File: config.mk
export PLATFORM = sky130hd
export DESIGN_NAME = seg7s2p_flat
export DESIGN_NICKNAME = d
export VERILOG_FILES = /design/src/rtl/seg7s2p_if.sv /design/src/rtl/seg7s2p.sv /design/src/flat_wrapper.sv
export SDC_FILE = /design/constraint.sdc
export NUM_CORES = 1
export LEC_CHECK = 0
export BUFFER_PORTS_ARGS = -buffer_cell sky130_fd_sc_hd__buf_4
export CORE_MARGIN = 3
export CORE_UTILIZATION = 60
export DETAILED_ROUTE_END_ITERATION = 12
export GPL_ROUTABILITY_DRIVEN = 0
export PLACE_DENSITY = 0.78
export SLEW_MARGIN = 20
export SYNTH_ARGS = -nofsm -noshare
export SYNTH_HDL_FRONTEND = slang
export SYNTH_SLANG_ARGS = --single-unit
File: constraint.sdc
create_clock -name clk -period 2.7 [get_ports clk]
set_input_delay 0.54 -clock clk [delete_from_list [all_inputs] [get_ports clk]]
set_output_delay 0.54 -clock clk [all_outputs]
set_load 0.03 [all_outputs]
File: src/rtl/seg7s2p_if.sv
// rtl/seg7s2p_if.sv - seven-segment serial link bundle (s_clk, s_clrn, sout, EN)
interface seg7s2p_if;
  logic s_clk;
  logic s_clrn;
  logic sout;
  logic EN;

  modport master (output s_clk, s_clrn, sout, EN);
  modport slave  (input  s_clk, s_clrn, sout, EN);
endinterface

File: src/rtl/seg7s2p.sv
// rtl/seg7s2p.sv - seven-segment serial link receiver and decoder; SEG7S2P_LEN_CHECK_EN enables frame length check
module seg7s2p #(
  parameter int DATA_BITS   = 64,
  parameter int SYNC_STAGES = 2
) (
  input  logic        clk,
  input  logic        rst_n,
  seg7s2p_if.slave    link,
  output logic [31:0] num,
  output logic [7:0]  dot,
  output logic [7:0]  bad_digit,
  output logic        valid,
  output logic        frame_err
);

  localparam logic [6:0] FULL_CNT = 7'(DATA_BITS);
  localparam logic [6:0] MAX_CNT  = 7'd127;

  typedef enum logic [1:0] {IDLE, SHIFT, FULL, OVER} state_t;

  logic [SYNC_STAGES-1:0] sclk_sync, clrn_sync, sout_sync, en_sync;
  logic                   sclk_s, clrn_s, sout_s, en_s;
  logic                   sclk_prev, en_prev;
  logic                   sclk_rise, en_rise, sout_d, clrn_d;

  state_t                 state, state_d;
  logic [DATA_BITS-1:0]   sr, sr_d;
  logic [6:0]             cnt, cnt_d;
  logic [31:0]            num_d;
  logic [7:0]             dot_d, bad_d;
  logic                   take, reject;

  assign sclk_s = sclk_sync[SYNC_STAGES-1];
  assign clrn_s = clrn_sync[SYNC_STAGES-1];
  assign sout_s = sout_sync[SYNC_STAGES-1];
  assign en_s   = en_sync[SYNC_STAGES-1];

  always_ff @(posedge clk or negedge rst_n) begin
    if (!rst_n) begin
      sclk_sync <= '0;
      clrn_sync <= '0;
      sout_sync <= '0;
      en_sync   <= '0;
    end else begin
      sclk_sync <= {sclk_sync[SYNC_STAGES-2:0], link.s_clk};
      clrn_sync <= {clrn_sync[SYNC_STAGES-2:0], link.s_clrn};
      sout_sync <= {sout_sync[SYNC_STAGES-2:0], link.sout};
      en_sync   <= {en_sync[SYNC_STAGES-2:0], link.EN};
    end
  end

  // sout and s_clrn ride one extra stage so they stay aligned with the registered edge flags
  always_ff @(posedge clk or negedge rst_n) begin
    if (!rst_n) begin
      sclk_prev <= 1'b0;
      en_prev   <= 1'b0;
      sclk_rise <= 1'b0;
      en_rise   <= 1'b0;
      sout_d    <= 1'b0;
      clrn_d    <= 1'b0;
    end else begin
      sclk_prev <= sclk_s;
      en_prev   <= en_s;
      sclk_rise <= sclk_s & ~sclk_prev;
      en_rise   <= en_s & ~en_prev;
      sout_d    <= sout_s;
      clrn_d    <= clrn_s;
    end
  end

  // returns {unmatched, nibble}; the dp bit is ignored for matching
  function automatic logic [4:0] decode(input logic [7:0] seg);
    case ({seg[7:1], 1'b1})
      8'h03:   decode = 5'h00;
      8'h9F:   decode = 5'h01;
      8'h25:   decode = 5'h02;
      8'h0D:   decode = 5'h03;
      8'h99:   decode = 5'h04;
      8'h49:   decode = 5'h05;
      8'h41:   decode = 5'h06;
      8'h1F:   decode = 5'h07;
      8'h01:   decode = 5'h08;
      8'h09:   decode = 5'h09;
      8'h11:   decode = 5'h0A;
      8'hC1:   decode = 5'h0B;
      8'h63:   decode = 5'h0C;
      8'h85:   decode = 5'h0D;
      8'h61:   decode = 5'h0E;
      8'h71:   decode = 5'h0F;
      default: decode = 5'h10;
    endcase
  endfunction

  always_comb begin
    state_d = state;
    sr_d    = sr;
    cnt_d   = cnt;
    num_d   = num;
    dot_d   = dot;
    bad_d   = bad_digit;
    take    = 1'b0;
    reject  = 1'b0;

    if (!clrn_d) begin
      sr_d    = '0;
      cnt_d   = '0;
      state_d = IDLE;
    end else begin
      if (sclk_rise) begin
        sr_d = {sr[DATA_BITS-2:0], sout_d};
        if (cnt != MAX_CNT) cnt_d = cnt + 7'd1;
        case (state)
          IDLE:    state_d = (FULL_CNT == 7'd1) ? FULL : SHIFT;
          SHIFT:   state_d = (cnt == FULL_CNT - 7'd1) ? FULL : SHIFT;
          FULL:    state_d = OVER;
          default: state_d = OVER;
        endcase
      end

      // latch sees the post-shift frame when both edges land in one cycle
      if (en_rise) begin
`ifdef SEG7S2P_LEN_CHECK_EN
        take   = (state_d == FULL);
        reject = (state_d != FULL);
`else
        take   = 1'b1;
`endif
        cnt_d   = '0;
        state_d = IDLE;
        if (take) begin
          for (int i = 0; i < 8; i++) begin
            {bad_d[i], num_d[4*i +: 4]} = decode(sr_d[8*i +: 8]);
            dot_d[i] = ~sr_d[8*i];
          end
        end
      end
    end
  end

  always_ff @(posedge clk or negedge rst_n) begin
    if (!rst_n) begin
      state     <= IDLE;
      sr        <= '0;
      cnt       <= '0;
      num       <= '0;
      dot       <= '0;
      bad_digit <= '0;
      valid     <= 1'b0;
      frame_err <= 1'b0;
    end else begin
      state     <= state_d;
      sr        <= sr_d;
      cnt       <= cnt_d;
      num       <= num_d;
      dot       <= dot_d;
      bad_digit <= bad_d;
      valid     <= take;
      frame_err <= reject;
    end
  end

endmodule

File: src/flat_wrapper.sv
// flat-port wrapper written by rule: the top's interface ports become plain ports
module seg7s2p_flat 
#(
  parameter int DATA_BITS   = 64,
  parameter int SYNC_STAGES = 2
)
  (clk, rst_n, num, dot, bad_digit, valid, frame_err, link_s_clk, link_s_clrn, link_sout, link_EN);
  seg7s2p_if link_i ();
  input  logic clk;
  input  logic rst_n;
  output logic [31:0] num;
  output logic [7:0] dot;
  output logic [7:0] bad_digit;
  output logic valid;
  output logic frame_err;
  input wire logic [$bits(link_i.s_clk)-1:0] link_s_clk;
  input wire logic [$bits(link_i.s_clrn)-1:0] link_s_clrn;
  input wire logic [$bits(link_i.sout)-1:0] link_sout;
  input wire logic [$bits(link_i.EN)-1:0] link_EN;
  assign link_i.s_clk = link_s_clk;
  assign link_i.s_clrn = link_s_clrn;
  assign link_i.sout = link_sout;
  assign link_i.EN = link_EN;
  seg7s2p #(.DATA_BITS(DATA_BITS), .SYNC_STAGES(SYNC_STAGES)) u_core (.clk(clk), .rst_n(rst_n), .link(link_i), .num(num), .dot(dot), .bad_digit(bad_digit), .valid(valid), .frame_err(frame_err));
endmodule
==> Word-level counts from Yosys, hierarchy flattened <==
Cells that the tools add are included.
{ "word_totals": {"output_inout_bits": 50, "register_bits": 127, "inputBits": 6, "elab_cells": 169} }
{ "classes": {"mux": 13, "n_eq_ne": 120, "reduce_logical": 9, "bitwise_logic": 12} }
{ "ops": {"columns": ["op", "count"], "rows": [
  ["$pmux 5 s16", 8],
  ["$eq 7x6->1 const B", 40],
  ["$eq 7x7->1 const B", 32],
  ["$mux 64", 3],
  ["$eq 7x3->1 const B", 16],
  ["$eq 7x4->1 const B", 16],
  ["$eq 7x1->1 const B", 8],
  ["$eq 7x5->1 const B", 8],
  ["$logic_not 7->1", 8],
  ["$not 1->1", 10],
  ["$and 1x1->1", 2],
  ["$mux 1", 2],
  ["$reduce_and 2->1", 1]
]} }

==> Depth between registers and ports, before layout <==
{ "logic_depth": {"word_depth": 4, "mapped_depth": 10, "depth_no_buf": 6} }

==> Worst setup path after synthesis <==
Ideal clock, no wire load.
{ "synth_timing": {"path_kind": "register to register", "from": "reg u_core.sr[62]", "to": "reg u_core.bad_digit[7]", "required_ps": 2578, "path_stages_with_launch": 8, "n_path_buf": 1, "synth_period_minus_slack_ps": 2112, "setup_ps": 122, "path_slack_ps": 588, "arrival_ps": 1990, "path_cell_list": "dfrtp_1 > buf_6 > or4b_1 > o31a_2 > or4b_4 > o211ai_2 > nor2_1 > a32o_1"} }
{ "synth_via": {"elab_chain_len": 4, "word_cells_on_any_way": 19, "classes_between": "eq/ne: 15; mux: 3; reduce/logical: 1"} }
{ "synth_lines": {"columns": ["item", "line", "text"], "rows": [
  ["start: declaration", "seg7s2p.sv:27", "logic [DATA_BITS-1:0] sr, sr_d;"],
  ["start signal: assignment", "seg7s2p.sv:152", "sr <= sr_d;"],
  ["$mux 64 *", "seg7s2p.sv:109", "if (sclk_rise) begin"],
  ["$mux 64 *", "seg7s2p.sv:104", "if (!clrn_d) begin"],
  ["$eq 7x6->1 (tied with other cells)", "seg7s2p.sv:73", "case ({seg[7:1], 1'b1})"],
  ["$pmux 5 s16 *", "seg7s2p.sv:73", null],
  ["end signal: assignment", "seg7s2p.sv:147", "bad_digit <= '0;"],
  ["end signal: assignment", "seg7s2p.sv:156", "bad_digit <= bad_d;"],
  ["end: declaration", "seg7s2p.sv:11", "output logic [7:0] bad_digit,"]
]} }
Every way passes the cells marked *; elsewhere a longest branch is shown, timed or not. The select of a mux whose other input is x is not followed.
A chain may end at the register's enable or synchronous reset.

==> Worst setup path in the final report <==
{ "layout_timing": {"from": "reg u_core.sclk_rise", "to": "reg u_core.bad_digit[2]"} }
{ "layout_via": {"elab_chain_len": 4, "word_cells_on_any_way": 19, "classes_between": "eq/ne: 15; mux: 3; reduce/logical: 1"} }
{ "layout_lines": {"columns": ["item", "line", "text"], "rows": [
  ["start: declaration", "seg7s2p.sv:24", "logic sclk_rise, en_rise, sout_d, clrn_d;"],
  ["start signal: assignment", "seg7s2p.sv:64", "sclk_rise <= sclk_s & ~sclk_prev;"],
  ["$mux 64 *", "seg7s2p.sv:109", null],
  ["$mux 64 *", "seg7s2p.sv:104", null],
  ["$eq 7x6->1 (tied with other cells)", "seg7s2p.sv:73", null],
  ["$pmux 5 s16 *", "seg7s2p.sv:73", null]
]} }
Marks and branches as above.

==> out/metrics.yaml <==
critical_path:
  setup.worst_path.end_class: "register"
  crit_required_ns: 3.01
  cp.arrival_ns: 2.67
  crit_path_start_kind: "register"
  critPathMaxFanout: 22
  crit_type: "reg2reg"
timing:
  max_freq_ghz: 0.423
  setup_viol: 0
  finalWorstSetupSlack_ns: 0.336
  tns_ns: 0
  fin_crit_sh_pct: 87.6
  rsz0062_at_grt: "false"
  finalHoldViolCount: 0
  max_slew_margin_pct: 58.4
  slew_violations: 0
  tightestPinTransition_ns: 0.624
  skew_ns: 0.00987
  period_minus_slack_ns: 2.36
placement:
  pre_cts_ws_ns: 0.288
  dp_hpwl_mm: 13.6
  io_buffers: 54
clock_tree:
  cts_buffers: 17
  cts.path.max_buffers: 2
  clk_latency_ns: 0.43
  cts-root-buf: "clkbuf_16"
  clkTransAtPathRegs_ns: 0.06
  cts_tree: "yes"
  ctsHtreeMaxLevel: 4
  post-cts-setup-buffer-count: 0
  cts.sinks: 127
outcome:
  status: "complete, no violations"
hold_path:
  hp-class: "in2async"
drt:
  ant_nets: 0
  vias: 7826
  drt-total-wl_mm: 20.7
  wl_per_cell_microns: 16.9
  drtIter0Drc: 992
  avgViaCountPerCell: 6.39
  dr.pass1.iters: 6
  drc: 0
pwr:
  totalPowerFinal_uw: 4930
  power_density_nw_per_um2: 516
  pwr-share-seq_pct: 41.6
  peakVddDrop_uv: 405
  p_leak_uw: 0.00383
  intPower_uw: 3590
  comb_power_share_pct: 12.1
  switching_power_uw: 1330
  clock_power_share_pct: 46.2
  p_sw_share_pct: 27.1
finish:
  n_antenna_cell: 0
  drive_gt1_share_pct: 12.9
  nets: 1042
  final_cell_mix: "144 x nand2_1, 126 x dfrtp_1, 71 x nor2_1, 71 x buf_4, 53 x a21oi_1"
  final_common_cell: "nand2_1"
  area_growth_pct: 12.7
synth:
  synth_area_leaders: "dfrtp_1 37%, nand2_1 6.4%, a21boi_0 3.5%"
  async_reset_ff_share_pct: 100
  ys_warn_count: 0
  yosysTopAreaCell: "dfrtp_1"
  yosysSeqAreaShare_pct: 37.5
  synth-seq-cells: 127
  ys_types: 81
  synth_top_area_share_pct: 37.5
  syn-num-nets: 1039
  synth_edf_count: 0
  ys.flop_type: "dfrtp_1"
  synthCells: 1033
  syn_area_per_cell_sq_um: 8.21
  synth_area_sq_um: 8480
floorplan:
  die_h_microns: 125
  fp.dieW_microns: 125
  coreArea_sq_um: 13500
  ios: 56
  start_util_pct: 62.8
  fp-row-count: 42
  dieArea_sq_um: 15600
global_route:
  track_usage_pct: 26.5
  grt_pass1_wl_mm: 34.7
  overflow: 0
  grt_pass1_vias: 7106
  grt_max_degree: 65
  antenna_found_initial: 0
job:
  drv_cap: 0
-- sequential cells by signal, indices dropped and copies added, names as in the netlist, 2 cells and up --
register and flops:
u_core.sclk_sync 2, u_core.en_sync 2, u_core.sr 64, u_core.num 32
u_core.bad_digit 8, u_core.dot 8, u_core.sout_sync 2, u_core.clrn_sync 2
-- worst paths after layout --
| path | from | end | slack [ns] | cells past startpoint |
|---|---|---|---|---|
| max reg2reg | u_core.sclk_rise | u_core.bad_digit[2] | 0.34 | 7 |
| max | u_core.sclk_rise | u_core.bad_digit[2] | 0.34 | 7 |
| max in group asynchronous | rst_n | u_core.num[15] | 1.90 | 2 |
| min reg2reg | u_core.sclk_sync[0] | u_core.sclk_sync[1] | 0.35 | 0 |
| min | rst_n | u_core.num[29] | 0.05 | 1 |
| min in group clk | link_EN | u_core.en_sync[0] | 0.21 | 1 |
-- critical path, stage by stage (launching register included) --
cell and delay, ns:
dfrtp_4 0.56, buf_4 0.23, or4b_1 0.55, a21oi_1 0.30, nand3b_1 0.13, nand3_1 0.13, a211oi_1 0.06, a32o_1 0.28
-- through the flow --
stage          util (%)  instance area (sq um)  hold slack (ns)  std cells
2_1_floorplan         -                   8480            0.244       1033
4_1_cts            70.7                   9550           0.0571       1225
3_3_place_gp       66.4                   8970            0.332       1193
3_5_place_dp       66.4                   8970            0.335       1193
5_1_grt            70.7                   9550           0.0590       1225
6_report           70.7                   9550           0.0467       1225
-- cell usage after synthesis (all sizes together), types with 5 or more instances --
cell and instances:
nand2 145, mux2i 18, or3b 7, buf 28
o22ai 10, nand3b 19, or2 6, nor2b 37
o21ai 56, o22a 7, a31oi 20, xnor2 7
dfrtp 127, nor3b 15, o21bai 6, nand2b 38
a211oi 7, o41ai 5, a21oi 53, clkbuf 66
o21a 7, nor2 71, nor4b 17, nor4 11
or4 5, o31ai 7, o32ai 5, inv 20
or4b 6, nor3 34, nand3 18, mux2 5
nand4 9, and2 12, or3 7, a21boi 41
o32a 14
-- power by group through the flow --
stage	registers [uW]	logic [uW]	clock network, uW
after global placement	2080	598	0
final	2050	598	2280
after global routing	2060	642	2410
after CTS	2050	605	2310
after detailed placement	2080	603	0
after floorplan	2240	200	0
-- layout make-up --
| type | instances | area (sq um) |
|---|---|---|
| clock inverter | 14 | 155 |
| timing repair buffer | 78 | 664 |
| clock buffer | 18 | 429 |
| sequential | 127 | 3180 |
| tap | 176 | 220 |
| inverter | 20 | 75.1 |
| fill | 1068 | 3950 |
| multi-input combinational | 792 | 4830 |
-- cells by family (layout without fill, tap and decap cells) --
family / after synthesis / count (layout) / share of synthesized area (%)
AND/OR/NAND/NOR: 475 / 475 / 30.2
AO/OA/AOI/OAI: 285 / 285 / 23.1
flip-flops: 127 / 127 / 37.5
buffers and inverters: 114 / 130 / 5.61
multiplexers: 23 / 23 / 2.79
XOR/XNOR: 8 / 8 / 0.827
other: 1 / 1 / 0.0442
-- metal layers --
layer	part of all wire, %	global-route usage, %
met5	0	0
met4	2.0	8.16
met3	6.3	6.48
met2	47	42.2
met1	45	36.0
-- what timing repair did --
action / in CTS / in global routing
gates resized for setup: 0 / 1
endpoints found under the setup margin: 0 / 1
hold buffers: 0 / 0
No activity file was read; power rests on OpenSTA's default activity.
